**src/rtl/arm_multicycle_ctrl.sv**
```systemverilog
// rtl/arm_multicycle_ctrl.sv - multicycle ARM control FSM with NZCV flags and condition check
// Sequences fetch/decode/execute/memory/writeback over the shared datapath.
module arm_multicycle_ctrl #(
  parameter int NUM_STATES = 10
) (
  input  logic        clk,
  input  logic        reset,
  input  logic [31:0] Instr,
  input  logic [3:0]  ALUFlags,
  output logic        PCWrite,
  output logic        AdrSrc,
  output logic        MemWrite,
  output logic        IRWrite,
  output logic [1:0]  ResultSrc,
  output logic        ALUSrcA,
  output logic [1:0]  ALUSrcB,
  output logic [1:0]  ImmSrc,
  output logic [1:0]  RegSrc,
  output logic        RegWrite,
  output logic [3:0]  ALUControl
);

  localparam int SW = $clog2(NUM_STATES);

  localparam logic [SW-1:0] S_FETCH    = SW'(0);
  localparam logic [SW-1:0] S_DECODE   = SW'(1);
  localparam logic [SW-1:0] S_MEMADR   = SW'(2);
  localparam logic [SW-1:0] S_MEMREAD  = SW'(3);
  localparam logic [SW-1:0] S_MEMWB    = SW'(4);
  localparam logic [SW-1:0] S_MEMWRITE = SW'(5);
  localparam logic [SW-1:0] S_EXECR    = SW'(6);
  localparam logic [SW-1:0] S_EXECI    = SW'(7);
  localparam logic [SW-1:0] S_ALUWB    = SW'(8);
  localparam logic [SW-1:0] S_BRANCH   = SW'(9);

  localparam logic [3:0] ALU_ADD  = 4'b0000;
  localparam logic [3:0] ALU_SUB  = 4'b0001;
  localparam logic [3:0] ALU_AND  = 4'b0010;
  localparam logic [3:0] ALU_ORR  = 4'b0011;
  localparam logic [3:0] ALU_EOR  = 4'b0100;
  localparam logic [3:0] ALU_PASS = 4'b0101;

  logic [SW-1:0] state_q, state_d;
  logic [3:0]    flags_q, flags_d;

  logic [1:0] op;
  logic [5:0] funct;
  logic [3:0] cond;
  logic       cond_ex;
  logic [3:0] dp_alu;
  logic       dp_nowrite;
  logic       is_cmp;
  logic       pc_write_s, ir_write_s, reg_write_s, mem_write_s;
  logic       unused_bits;

  assign op          = Instr[27:26];
  assign funct       = Instr[25:20];
  assign cond        = Instr[31:28];
  assign is_cmp      = (funct[4:1] == 4'b1010);
  assign unused_bits = ^Instr[19:0];

  always_comb begin
    cond_ex = 1'b0;
    case (cond)
      4'h0: cond_ex = flags_q[2];
      4'h1: cond_ex = ~flags_q[2];
      4'h2: cond_ex = flags_q[1];
      4'h3: cond_ex = ~flags_q[1];
      4'h4: cond_ex = flags_q[3];
      4'h5: cond_ex = ~flags_q[3];
      4'h6: cond_ex = flags_q[0];
      4'h7: cond_ex = ~flags_q[0];
      4'h8: cond_ex = flags_q[1] & ~flags_q[2];
      4'h9: cond_ex = ~flags_q[1] | flags_q[2];
      4'hA: cond_ex = (flags_q[3] == flags_q[0]);
      4'hB: cond_ex = (flags_q[3] != flags_q[0]);
      4'hC: cond_ex = ~flags_q[2] & (flags_q[3] == flags_q[0]);
      4'hD: cond_ex = flags_q[2] | (flags_q[3] != flags_q[0]);
      4'hE: cond_ex = 1'b1;
      default: cond_ex = 1'b0;
    endcase
  end

  // Unrecognised DP opcodes execute as a harmless ADD with the write suppressed.
  always_comb begin
    dp_alu     = ALU_ADD;
    dp_nowrite = 1'b0;
    case (funct[4:1])
      4'b0100: dp_alu = ALU_ADD;
      4'b0010: dp_alu = ALU_SUB;
      4'b0000: dp_alu = ALU_AND;
      4'b1100: dp_alu = ALU_ORR;
      4'b0001: dp_alu = ALU_EOR;
      4'b1101: dp_alu = ALU_PASS;
      4'b1010: begin dp_alu = ALU_SUB; dp_nowrite = 1'b1; end
      default: begin dp_alu = ALU_ADD; dp_nowrite = 1'b1; end
    endcase
  end

  always_comb begin
    state_d = S_FETCH;
    case (state_q)
      S_FETCH:  state_d = S_DECODE;
      S_DECODE: begin
        if (!cond_ex)          state_d = S_FETCH;
        else if (op == 2'b00)  state_d = funct[5] ? S_EXECI : S_EXECR;
        else if (op == 2'b01)  state_d = S_MEMADR;
        else if (op == 2'b10)  state_d = S_BRANCH;
        else                   state_d = S_FETCH;
      end
      S_EXECR, S_EXECI: state_d = S_ALUWB;
      S_MEMADR:         state_d = funct[0] ? S_MEMREAD : S_MEMWRITE;
      S_MEMREAD:        state_d = S_MEMWB;
      default:          state_d = S_FETCH;
    endcase
  end

  always_comb begin
    pc_write_s  = 1'b0;
    ir_write_s  = 1'b0;
    reg_write_s = 1'b0;
    mem_write_s = 1'b0;
    AdrSrc      = 1'b0;
    ResultSrc   = 2'b00;
    ALUSrcA     = 1'b0;
    ALUSrcB     = 2'b00;
    ALUControl  = ALU_ADD;
    case (state_q)
      S_FETCH: begin
        ir_write_s = 1'b1;
        pc_write_s = 1'b1;
        ALUSrcA    = 1'b1;
        ALUSrcB    = 2'b10;
        ResultSrc  = 2'b10;
      end
      S_DECODE: begin
        ALUSrcA = 1'b1;
        ALUSrcB = 2'b10;
      end
      S_EXECR: ALUControl = dp_alu;
      S_EXECI: begin
        ALUSrcB    = 2'b01;
        ALUControl = dp_alu;
      end
      S_ALUWB: reg_write_s = ~dp_nowrite;
      S_MEMADR: begin
        ALUSrcB    = 2'b01;
        ALUControl = Instr[23] ? ALU_ADD : ALU_SUB;
      end
      S_MEMREAD: AdrSrc = 1'b1;
      S_MEMWB: begin
        AdrSrc      = 1'b1;
        ResultSrc   = 2'b01;
        reg_write_s = 1'b1;
      end
      S_MEMWRITE: begin
        AdrSrc      = 1'b1;
        mem_write_s = 1'b1;
      end
      S_BRANCH: begin
        ALUSrcB    = 2'b01;
        ResultSrc  = 2'b10;
        pc_write_s = 1'b1;
      end
      default: ;
    endcase
  end

  // Enables are gated by reset so nothing is written while it is held low.
  assign PCWrite  = pc_write_s & reset;
  assign IRWrite  = ir_write_s & reset;
  assign RegWrite = reg_write_s & reset;
  assign MemWrite = mem_write_s & reset;
  assign ImmSrc   = op;
  assign RegSrc   = {op == 2'b01, op == 2'b10};

  // N/Z follow every flag-setting op; C/V only follow the arithmetic ones.
  always_comb begin
    flags_d = flags_q;
    if (((state_q == S_EXECR) || (state_q == S_EXECI)) && (funct[0] || is_cmp)) begin
      flags_d[3:2] = ALUFlags[3:2];
      if ((dp_alu == ALU_ADD) || (dp_alu == ALU_SUB))
        flags_d[1:0] = ALUFlags[1:0];
    end
  end

  always_ff @(posedge clk or negedge reset) begin
    if (!reset) begin
      state_q <= S_FETCH;
      flags_q <= 4'b0000;
    end else begin
      state_q <= state_d;
      flags_q <= flags_d;
    end
  end

endmodule
```
**config.mk**
```make
export PLATFORM = sky130hd
export DESIGN_NAME = arm_multicycle_ctrl
export DESIGN_NICKNAME = d
export VERILOG_FILES = /design/src/rtl/arm_multicycle_ctrl.sv
export SDC_FILE = /design/constraint.sdc
export NUM_CORES = 1
export LEC_CHECK = 0
export BUFFER_PORTS_ARGS = -buffer_cell sky130_fd_sc_hd__buf_4
export CAP_MARGIN = 20
export CORE_MARGIN = 5
export CORE_UTILIZATION = 30
export DETAILED_ROUTE_END_ITERATION = 10
export PLACE_DENSITY = 0.59
export SLEW_MARGIN = 20
export SYNTH_ARGS = -nofsm -noshare
export SYNTH_HDL_FRONTEND = slang
export SYNTH_SLANG_ARGS = --single-unit
```
**constraint.sdc**
```tcl
create_clock -name clk -period 1.9 [get_ports clk]
set_input_delay 0.19 -clock clk [delete_from_list [all_inputs] [get_ports clk]]
set_output_delay 0.19 -clock clk [all_outputs]
set_load 0.05 [all_outputs]
```
==> impl_results.md, run 1 <==
- Outcome: finished, final reports clean
- Post-synthesis sequential area ratio: 0.266
- GR Overflow Total: 0
- WP data required: approximately 1.7 ns
- Top FF cell, synth: dfrtp_1
- Hold depth: 2
- Core area: 2430 µm²
- Drt pass-1 iters: 4
- Period utilisation layout: 0.932
- Synth Area in XOR/XNOR: 0.0466
- Antenna cells: 0
- # H-tree levels: 1
- CTS buffer count: 3
- Post-Synthesis Net Count: approximately 140
- Largest net degree at the start of global routing: 13
- Power Total: between 1.5 and 2 mW
- Pre-CTS WS: 0.170 ns
- CP Class: reg2out
- Initial antenna violation count: 0
- Max Fanout on Critical Path: 3
- CTS tree: yes
- Via Count: 815
- Starting density of the core: 0.309
- Clk sinks: 8
- First-pass GRT wire length: around 3.5 mm
- R2r worst-path depth: 5
- Max-cap violation count: 0
- Post-synthesis mux area share: 0.0865
- Post-synthesis simple-gate area fraction: 0.341
- Die Height: 60.1 µm
- Pleak: 0.502 nW
- RePlAce Congestion: 0.740
- Cell variety after synth: 35
- Worst Setup Slack, final: around 0.13 ns
- Count of final hold-check violations: 0
- Layout Nets: 170
- Worst hold start: ALUFlags[1]
- WL final: a little under 2 mm
- Area of the die: ~3600 µm²
- Critical R2R Capture: state_q[0]
- Cell area after synthesis: 752 µm²
- Syn Area/Cell: 7.75 µm²
- Clock Tree Buf Depth: 2
- Clk_lat worst skew: 0.24 ns
- Vias in the first global route: 822
- Worst Hold Class: in2reg
- Setup bufs post-CTS: 0
- Post-DR vias/cell: just over 5
- Final Skew: approximately 0.00047 ns
- Residual DRC: 0
- Max Freq: around 560 MHz
- Post-layout util: 0.448
- CP arrival: 1.58 ns
- Seq cells post-synth: 8
- Syn. warnings: 0
- Number of I/O port buffers: 34
- Ports: 56
- RSZ-0062 raised after global routing: false
- Crit path launch type: flip-flop
- PD cells: 1470 nW/µm²
- Routed Antenna Nets: 0
- Share of layout cells above drive strength 1: 0.400
- Most frequent cells in the layout: 36 x buf_4, 10 x nand2_1, 9 x nor2_1, 7 x dfrtp_1
- Most common cell after layout, fill and taps aside: buf_4
- Post-layout min period: 1.77 ns
- Area delta synth->final: 44.9%
- Max-slew violation count: 0
- Post-synthesis compound-gate area fraction: 0.181
- DP HPWL: 1.63 mm
- WL per Instance: approximately 12 µm
- GRT Util Overall: 0.123
- Final setup viols: 0
- Synth Area in Adders: 0
- Row cnt: 18
- Peak VDD IR: between 0.9 and 1 mV
- Number of synthesized flops with an enable pin: 0
- WHS Endpoint: flags_q[1]
- CTS clk-pin slew, worst paths: 0.05 ns
- Setup crit end kind: output port
- Number of DRC markers in iteration 0: 25
- Main combinational cell family by area after synthesis: simple AND/OR/NAND/NOR gates
- Ys async rst share: 1.00
- Mapped Cells: 97
- Die X: between 60 and 70 µm
- R2R Setup Slk: roughly 0.19 ns
- Root buffer cell: clkbuf_4
- RR Startpoint: flags_q[0]
## kinds of logic (layout without fill, tap and decap cells)
| logic type | count (synthesis) | after routing |
|---|---|---|
| DFF | 8 | 8 |
| AOI/OAI and AO/OA | 18 | 18 |
| other | 1 | 1 |
| xor gates and xnor gates | 4 | 4 |
| and+or+nand+nor | 49 | 49 |
| buffers and inverters | 11 | 44 |
| muxes | 6 | 6 |
## metrics by stage
stage	area [µm²]	cells	hold WS, ns	setup TNS, ns
floorplan	781	97	-0.106	-0.345
global placement	1050	156	0.0260	0
detailed placement	1050	156	0.0287	0
CTS	1080	160	0.168	0
global route	1090	160	0.161	0
finish	1090	160	0.177	0
## state kept, by name (all words and copies together) (netlist names)
register and flops:
state_q 4, flags_q 4
## critical path, cell delays in order (launching register included)
cell and delay (ns):
dfrtp_1 0.38, and2b_1 0.24, nand2_1 0.08, o32a_1 0.31, o32ai_2 0.14, buf_6 0.20
## where the power goes
part | switching (mW) | internal [mW]
registers | 0.108 | 0.236
clock network | 0.0503 | 0.0718
logic | 0.734 | 0.400
total | 0.893 | 0.708
## metal layers
| layer | part of all wire | up-vias | global-route usage | wire, µm |
|---|---|---|---|---|
| met3 | 0.054 | 2 | 0.0194 | 107 |
| li1 | - | 410 | - | - |
| met4 | 0.0076 | 0 | 0.0633 | 15 |
| met2 | 0.53 | 25 | 0.211 | 1050 |
| met1 | 0.41 | 378 | 0.147 | 809 |
| met5 | 0 | - | 0 | 0 |
## synth_stat cells, types with 4 or more instances
| master | number | area share |
|---|---|---|
| mux2_2 | 4 | 0.060 |
| dfrtp_1 | 8 | 0.27 |
| o32ai_1 | 4 | 0.047 |
| nand2_1 | 10 | 0.050 |
| nor2_1 | 9 | 0.045 |
| nand2b_1 | 5 | 0.042 |
| nor2b_1 | 4 | 0.033 |
| nor3_1 | 8 | 0.053 |
## cell type report
class	instances	area, µm²
Fill cell	246	1340
Sequential cell	8	201
Timing Repair Buffer	38	292
Clock buffer	3	22.5
Tap cell	30	37.5
Multi-Input combinational cell	78	526
Inverter	3	11.3
## repair_timing
| item | in CTS | in global routing |
|---|---|---|
| hold endpoints to repair | 8 | 0 |
| setup endpoints to repair | 0 | 2 |
| hold buffers | 1 | 0 |
| resized for setup | 0 | 2 |
## worst max path at each step
stage	start	to	slack (ns)	cells after the start
after floorplan	state_q[3]	PCWrite	-0.20	4
after global placement	flags_q[0]	state_q[3]	0.21	5
after detailed placement	flags_q[0]	state_q[0]	0.17	5
after CTS	state_q[2]	ALUControl[0]	0.06	4
after global routing	state_q[3]	ALUControl[0]	0.02	6
final	state_q[3]	ALUControl[0]	0.13	5
(Power assumes the default switching activity.)
==> run 2: changes to the inputs <==
--- a/config.mk
+++ b/config.mk
@@ -9,8 +9,10 @@
 export CAP_MARGIN = 20
 export CORE_MARGIN = 5
 export CORE_UTILIZATION = 30
+export CTS_BUF_LIST = sky130_fd_sc_hd__clkbuf_16
 export DETAILED_ROUTE_END_ITERATION = 10
 export PLACE_DENSITY = 0.59
+export SETUP_SLACK_MARGIN = 0.15
 export SLEW_MARGIN = 20
 export SYNTH_ARGS = -nofsm -noshare
 export SYNTH_HDL_FRONTEND = slang
==> run 2 against run 1 <==
  * Critical endpoint unchanged
  * Combinational power rose by 12%
  * Cell area rose by 13%
  * First-iteration DRC count fell by 76%
  * Global-route usage did not move
  * Register-to-register slack improved by 0.05 ns
  * Sequential share of layout area fell by 2.1 points
  * Final cell count rose by 1.3%
  * Maximum frequency rose by 1.7%
  * Non-clock buffer count rose by 2
==> impl_results.md, run 2 (synthesis gave the netlist of run 1 again) <==
- Outcome: finished, final reports clean (unchanged)
- DP Area: 1100 µm² (was 1050 µm²)
- WP data required: 1.71 ns (about the same)
- Row cnt: 18 (unchanged)
- GRT Util Overall: 0.123 (unchanged)
- Final Skew: 0.00277 ns (was 0.000468 ns)
- Clk sinks: 8 (unchanged)
- Post-DR vias/cell: 4.94 (was 5.09)
- Initial antenna violation count: 0 (unchanged)
- Fill cells: 240 (was 246)
- Die Height: 60.1 µm (unchanged)
- Ports: 56 (unchanged)
- Residual DRC: 0 (unchanged)
- RePlAce Congestion: 0.760 (was 0.740)
- Finished Layout Cells: 162 (was 160)
- Area of the die: 3610 µm² (unchanged)
- WL final: 2.02 mm (was 1.98 mm)
- Vias in the first global route: 806 (was 822)
- GR Overflow Total: 0 (unchanged)
- Area delta synth->final: 63.1% (was 44.9%)
- DP HPWL: 1.61 mm (was 1.63 mm)
- Max-cap violation count: 0 (unchanged)
- Drt pass-1 iters: 3 (was 4)
- Core area: 2430 µm² (unchanged)
- CTS buffer count: 3 (unchanged)
- Dpl cells: 157 (was 156)
- CP Class: reg2out (unchanged)
- Number of I/O port buffers: 34 (unchanged)
- RSZ-0062 raised after global routing: true (was false)
- Clk_lat worst skew: 0.23 ns (was 0.24 ns)
- PD cells: 1590 nW/µm² (was 1470 nW/µm²)
- CTS clk-pin slew, worst paths: 0.04 ns (was 0.05 ns)
- Antenna cells: 0 (unchanged)
- Final setup viols: 0 (unchanged)
- Layout Nets: 172 (was 170)
- Period utilisation layout: 0.916 (was 0.932)
- CP arrival: 1.55 ns (was 1.58 ns)
- Count of final hold-check violations: 0 (unchanged)
- Post-layout min period: 1.74 ns (was 1.77 ns)
- CTS tree: yes (unchanged)
- Die X: 60.1 µm (unchanged)
- Clock Tree Buf Depth: 2 (unchanged)
- Peak VDD IR: 1.13 mV (was 0.947 mV)
- Power Total: 1.95 mW (was 1.60 mW)
- WL per Instance: 12.5 µm (was 12.4 µm)
- Most common cell after layout, fill and taps aside: buf_4 (unchanged)
- Post-route cell area: 1230 µm² (was 1090 µm²)
- Worst Hold Class: in2reg (unchanged)
- Largest net degree at the start of global routing: 12 (was 13)
- # H-tree levels: 1 (unchanged)
- Number of DRC markers in iteration 0: 6 (was 25)
- Max Freq: 574 MHz (was 565 MHz)
- Max Fanout on Critical Path: 2 (was 3)
- Routed Antenna Nets: 0 (unchanged)
- Pleak: 0.552 nW (was 0.502 nW)
- Biggest registers after layout: flags_q: 4 flops, state_q: 4 flops (unchanged)
- Via Count: 800 (was 815)
- Max-slew violation count: 0 (unchanged)
- Crit path launch type: flip-flop (unchanged)
- Setup crit end kind: output port (unchanged)
- Most frequent cells in the layout: 38 x buf_4, 8 x nand2_1, 8 x nor2_1, 7 x dfrtp_1, 5 x nand2b_1 (was 36 x buf_4, 10 x nand2_1, 9 x nor2_1, 7 x dfrtp_1)
- First-pass GRT wire length: 3.42 mm (was 3.46 mm)
- Share of layout cells above drive strength 1: 0.447 (was 0.400)
- Starting density of the core: 0.309 (unchanged)
- Root buffer cell: clkbuf_16 (was clkbuf_4)
==> run 2: area by class of cell <==
type,instances,area [µm²],area share
Multi-Input combinational cell,78,594,0.485
Timing Repair Buffer,40,307,0.250
Sequential cell,8,201,0.164
Clock buffer,3,75.1,0.0612
Tap cell,30,37.5,0.0306
Inverter,3,11.3,0.00918
==> run 2: report_power, final <==
group / internal (mW) / leakage, nW / switching (mW) / total, mW
Clock: 0.271 / 0.0370 / 0.0765 / 0.347
Combinational: 0.464 / 0.410 / 0.807 / 1.27
Sequential: 0.238 / 0.105 / 0.0923 / 0.330
==> run 2: worst max-delay path, stage by stage, from the launching register on <==
cell	delay [ns]
dfrtp_1	0.36
and2b_1	0.23
nand2_2	0.07
o32a_1	0.33
o32ai_4	0.14
buf_6	0.19
==> run 2: metrics by stage <==
| step | worst slack, ns | setup TNS, ns | hold WS (ns) | util |
|---|---|---|---|---|
| global route | 0.102 | 0 | 0.203 | 0.504 |
| global placement | 0.220 | 0 | 0.0261 | 0.451 |
| detailed placement | 0.202 | 0 | 0.0279 | 0.451 |
| finish | 0.159 | 0 | 0.196 | 0.504 |
| CTS | 0.172 | 0 | 0.195 | 0.492 |
| floorplan | -0.0709 | -0.0709 | -0.106 | - |
==> run 2: path summary, 6_finish.rpt <==
path / cells after the start / to / slack, ns / start
max reg2reg: 5 / state_q[0] / 0.24 / flags_q[3]
max in group asynchronous: 2 / state_q[0] / 1.42 / reset
max: 5 / ALUControl[0] / 0.16 / state_q[3]
min: 2 / flags_q[1] / 0.20 / ALUFlags[1]
min reg2reg: 1 / flags_q[1] / 0.51 / flags_q[1]
min in group asynchronous: 2 / state_q[3] / 0.33 / reset
==> run 2: repair_timing <==
action | 4_1_cts | 5_1_grt
setup buffers | 1 | 0
hold buffers | 1 | 0
endpoints found under the setup margin | 1 | 8
pin swaps | 0 | 1
resized for setup | 2 | 6
hold endpoints to repair | 8 | 0
==> run 2: layer usage <==
metal  global-route usage  part of all wire
met3               0.0389             0.058
met4               0.0285            0.0059
met5                    0                 0
met1                0.151              0.42
met2                0.210              0.52
